<file path="src/rtl/multiport_regfile_pkg.sv">
// Shared defaults for the integer register file and its read-port slices.
// Decode and writeback also take their sizing from here.
package multiport_regfile_pkg;

  localparam int XLEN_DEF = 32;
  localparam int NREG_DEF = 32;
  localparam int AW_DEF   = 5;
  localparam int ZERO_REG = 0;

endpackage

</file>
<file path="src/rtl/multiport_regfile_rf_read_port.sv">
// One combinational read port: returns the register value and its readiness.
// A same-cycle write to the register is forwarded to the output (bypass).
module rf_read_port
  import multiport_regfile_pkg::*;
#(
  parameter int XLEN = XLEN_DEF,
  parameter int AW   = AW_DEF
) (
  input  logic [AW-1:0]   ra_i,
  input  logic [XLEN-1:0] regVal_i,
  input  logic            busy_i,
  input  logic            we0_i,
  input  logic [AW-1:0]   wa0_i,
  input  logic [XLEN-1:0] wd0_i,
  input  logic            we1_i,
  input  logic [AW-1:0]   wa1_i,
  input  logic [XLEN-1:0] wd1_i,
  output logic [XLEN-1:0] rd_o,
  output logic            rrdy_o
);

  logic isZero;
  logic hit0;
  logic hit1;

  // Port 1 is the load writeback and outranks port 0 when both target this register.
  always_comb begin
    isZero = (ra_i == AW'(ZERO_REG));
    hit1   = we1_i && (wa1_i == ra_i);
    hit0   = we0_i && (wa0_i == ra_i);
    rd_o   = regVal_i;
    rrdy_o = !busy_i;
    if (isZero) begin
      rd_o   = '0;
      rrdy_o = 1'b1;
    end else if (hit1) begin
      rd_o   = wd1_i;
      rrdy_o = 1'b1;
    end else if (hit0) begin
      rd_o   = wd0_i;
      rrdy_o = 1'b1;
    end
  end

endmodule

</file>
<file path="src/rtl/multiport_regfile.sv">
// Integer register file for the pipelined core. It has NR bypassed read ports and
// two write ports, and a busy scoreboard for in-flight destinations.
module multiport_regfile
  import multiport_regfile_pkg::*;
#(
  parameter int XLEN = XLEN_DEF,
  parameter int NREG = NREG_DEF,
  parameter int AW   = AW_DEF,
  parameter int NR   = 2
) (
  input  logic               CLK,
  input  logic               RESET_N,
  input  logic [NR*AW-1:0]   RA,
  output logic [NR*XLEN-1:0] RD,
  output logic [NR-1:0]      RRDY,
  input  logic               WE0,
  input  logic [AW-1:0]      WA0,
  input  logic [XLEN-1:0]    WD0,
  input  logic               WE1,
  input  logic [AW-1:0]      WA1,
  input  logic [XLEN-1:0]    WD1,
  input  logic               ISS_EN,
  input  logic [AW-1:0]      ISS_A,
  output logic [NREG-1:0]    BUSY
);

  logic [XLEN-1:0] regs_q [NREG];
  logic [XLEN-1:0] regs_d [NREG];
  logic [NREG-1:0] busy_q;
  logic [NREG-1:0] busy_d;

  // Port 1 is applied last, so it wins a same-address collision.
  always_comb begin
    regs_d = regs_q;
    if (WE0 && (WA0 != AW'(ZERO_REG))) regs_d[WA0] = WD0;
    if (WE1 && (WA1 != AW'(ZERO_REG))) regs_d[WA1] = WD1;
    regs_d[ZERO_REG] = '0;
  end

  // A new issue keeps a register busy even if an older producer retires in the same cycle.
  always_comb begin
    busy_d = '0;
    for (int r = 1; r < NREG; r++) begin
      busy_d[r] = (ISS_EN && (ISS_A == AW'(r))) ||
                  (busy_q[r] && !((WE0 && (WA0 == AW'(r))) || (WE1 && (WA1 == AW'(r)))));
    end
  end

  always_ff @(posedge CLK or negedge RESET_N) begin
    if (!RESET_N) begin
      for (int r = 0; r < NREG; r++) regs_q[r] <= '0;
      busy_q <= '0;
    end else begin
      regs_q <= regs_d;
      busy_q <= busy_d;
    end
  end

  assign BUSY = busy_q;

  for (genvar gi = 0; gi < NR; gi++) begin : gReadPort
    logic [AW-1:0] ra;
    assign ra = RA[gi*AW +: AW];

    rf_read_port #(
      .XLEN(XLEN),
      .AW  (AW)
    ) uPort (
      .ra_i    (ra),
      .regVal_i(regs_q[ra]),
      .busy_i  (busy_q[ra]),
      .we0_i   (WE0),
      .wa0_i   (WA0),
      .wd0_i   (WD0),
      .we1_i   (WE1),
      .wa1_i   (WA1),
      .wd1_i   (WD1),
      .rd_o    (RD[gi*XLEN +: XLEN]),
      .rrdy_o  (RRDY[gi])
    );
  end

endmodule

</file>
<file path="config.mk">
export PLATFORM = sky130hd
export DESIGN_NAME = multiport_regfile
export DESIGN_NICKNAME = d
export VERILOG_FILES = /design/src/rtl/multiport_regfile_pkg.sv /design/src/rtl/multiport_regfile_rf_read_port.sv /design/src/rtl/multiport_regfile.sv
export SDC_FILE = /design/constraint.sdc
export NUM_CORES = 2
export LEC_CHECK = 0
export ABC_AREA = 0
export CAP_MARGIN = 20
export CORE_MARGIN = 2
export CORE_UTILIZATION = 45
export CTS_CLUSTER_DIAMETER = 150
export DETAILED_ROUTE_END_ITERATION = 12
export GPL_TIMING_DRIVEN = 0
export HOLD_SLACK_MARGIN = 0.15
export PLACE_DENSITY = 0.63
export SLEW_MARGIN = 25
export SYNTH_ARGS = -nofsm -noshare
export SYNTH_HDL_FRONTEND = slang
export SYNTH_SLANG_ARGS = --single-unit
</file>
<file path="constraint.sdc">
create_clock -name CLK -period 2.5 [get_ports CLK]
set_input_delay 0.5 -clock CLK [delete_from_list [all_inputs] [get_ports CLK]]
set_output_delay 0.5 -clock CLK [all_outputs]
set_load 0.01 [all_outputs]
</file>
==> qor.txt <==
outcome: complete, but fails checks
failing checks: negative setup slack
fin crit share: 141%
I/O Buffers: 117
CP required: 2.00 ns
share of layout cells above drive strength 1: 26.8%
CTS Buffer Depth: 3
Chip Width: 386 µm
crit-path cells: buf_4 > buf_12 > buf_16 > buf_16 > buf_12 > mux4_2 > o22ai_2 > o41ai_4 > buf_2
Top Ports: 192
# DRC: 0
PwrDens: 802 mW/mm²
initial antenna violation count: 20
setup_tns: -57.92 ns
sequential share of the synthesized area: 39.0%
post-synthesis async set-or-reset flop share: 100%
Crit-path slowest cell: o41ai_4
Layout Utilization: 57.1%
Critical Path Max Stage Delay: 0.73 ns
CORE AREA: 0.145 mm²
initial DRC count: 9427
Layout area overhead: 26.3%
via count: 63100
CP arrival: 3.02 ns
VDD IR max: 693 µV
Slew @ Worst Pin: 1.33 ns
post-route ant nets: 0
CP startpoint kind: input pin
DIE HEIGHT: 386 µm
yosys warns: 0
routed len/inst: 43.2 µm
global-route wire length before repair: 515000 µm
critical path endpoint category: output port
Net Count, Synth: 6585
Setup Crit Path Kind: in -> out
hold slack: 0.237 ns
RR Endpoint: BUSY[5]
WL final: 390000 µm
clock skew: 0 ns
most frequent cells in the layout: mux2i_1 (1109), dfrtp_1 (1007), nor2_1 (805)
Max-cap violations: 0
vias in the first global route: 59400
DP HPWL: 309000 µm
clock latency on the worst-skew pair: 0.79 ns
worst reg2reg path depth: 3
unrepaired setup endpoints after global routing: true
Hold/Removal Path Class: in -> async
TritonCTS clock tree: done
# setup viols final: 236
r2r startpoint: BUSY[5]
fin. max-slew vios: 0
Mapped Area: 0.0657 mm²
clock slew at reported path FFs: 0.05 ns
final net count: 7100
router iterations before antenna repair: 6
Fin. Hold Viols: 0
Primary FF master, synth: dfrtp_1
synth unique cells: 63
Crit. Startpoint: RA[7]
Initial Util: 45.2%
relative slew slack: 11.5%
number of CTS-inserted buffers: 130
Via density: 6.98
root buf cell: clkbuf_16
Syn Inst Count: 6491
grt total ovfl: 0
#FFs+latches synth: 1023
Total GRT Usage: 51.4%
Post-synth EDFFs: 0
global placer's final weighted congestion: 1.10
Die Area: 0.149 mm²
fin crit period: 3.52 ns
f_max: 284 MHz
Placement Rows: 140
FF-to-FF setup slack: 1.48 ns
commonest non-fill, non-tap cell in the layout: mux2i_1
dpl ws: -3.54 ns
Clock Sinks: 1023
Pwr Total: 66.6 mW
CTS H-tree lvls: 4
synthesized area per cell: 10.1 µm²
Final WS setup: -1.02 ns
Crit Path Max Fanout: 10
Lkg Pwr: 36.2 nW
pin count of the biggest net entering global routing: 132
==> where the power goes <==
part	leakage, nW	total [mW]	internal [mW]	switching (mW)
clock network	2.05	19.5	11.1	8.34
registers	12.3	25.3	21.1	4.25
logic	21.9	21.8	10.0	11.8
total	36.2	66.6	42.2	24.3
==> through the flow <==
stage,cells,cell area [µm²]
6_report,9035,83000
5_1_grt,9017,82900
4_1_cts,8944,81400
3_5_place_dp,8543,70500
3_3_place_gp,8525,70100
2_1_floorplan,6491,66500
==> how the worst max path moves through the flow <==
stage / end / slack [ns]
after global placement: regs_q[783] / -49.54
after CTS: RD[44] / -0.86
after detailed placement: RD[44] / -3.54
final: RD[45] / -1.02
after global routing: RD[44] / -0.95
after floorplan: RRDY[0] / -0.12
==> cells in the mapped netlist, types with 24 or more instances <==
library cell / instances / area, µm²
nor3_1: 93 / 465
buf_1: 106 / 398
clkbuf_1: 502 / 1880
o21ai_0: 219 / 1100
nand2b_1: 34 / 213
o41ai_1: 29 / 254
mux2i_1: 1127 / 11300
buf_4: 71 / 533
mux4_2: 351 / 7910
a21oi_1: 767 / 3840
nor2_1: 852 / 3200
buf_2: 140 / 701
o22ai_1: 117 / 732
nor2b_1: 50 / 313
o21ai_1: 24 / 120
o22a_1: 24 / 210
a221oi_1: 62 / 543
o31ai_1: 58 / 435
mux2_2: 105 / 1180
nand2_1: 312 / 1170
dfrtp_1: 1023 / 25600
a22oi_1: 38 / 285
a32oi_1: 142 / 1240
==> logic make-up (layout without fill, tap and decap cells) <==
| logic type | Yosys count | count (layout) | synth area share, % |
|---|---|---|---|
| xor gates and xnor gates | 20 | 20 | 0.267 |
| muxes | 1583 | 1583 | 31.0 |
| other | 1 | 22 | 0.00571 |
| DFF | 1023 | 1023 | 39.0 |
| and+or+nand+nor | 1422 | 1422 | 8.98 |
| buffers and inverters | 849 | 1455 | 5.81 |
| AOI/OAI and AO/OA | 1593 | 1593 | 14.9 |
==> critical path: cells and delay by family <==
kind / cells / cell delay [ns]
AOI/OAI and AO/OA: 2 / 0.90
muxes: 1 / 0.30
buffers and inverters: 6 / 1.24
==> sequential cells by signal, summed over array words and instances, names as in the netlist <==
register  flops
BUSY         31
regs_q      992
==> cell type report <==
type                            instances  area (µm²)
Fill cell                           12600       62200
Tap cell                             1917        2400
Timing Repair Buffer                  400        4120
Antenna cell                           21        52.6
Sequential cell                      1023       25600
Clock inverter                         26         353
Buffer                                827        5890
Inverter                                5        25.0
Multi-Input combinational cell       4619       40700
Clock buffer                          197        3850
==> what timing repair did <==
| action | CTS | global route |
|---|---|---|
| resized for setup | 1448 | 222 |
| endpoints found under the hold margin | 260 | 0 |
| gates cloned | 5 | 3 |
| buffers inserted | 185 | 75 |
| pin swaps | 153 | 109 |
| setup endpoints to repair | 985 | 534 |
| hold buffers | 1 | 0 |
==> metal layers <==
layer  part of all wire (%)  wire length (µm)  track usage (%)
met1                     37            146000             66.0
met2                     41            160000             71.4
met3                     13             51500             18.6
met5                  0.033               129                0
met4                    8.5             33300             36.4
Note: power is estimated with default switching activity, not from simulation.
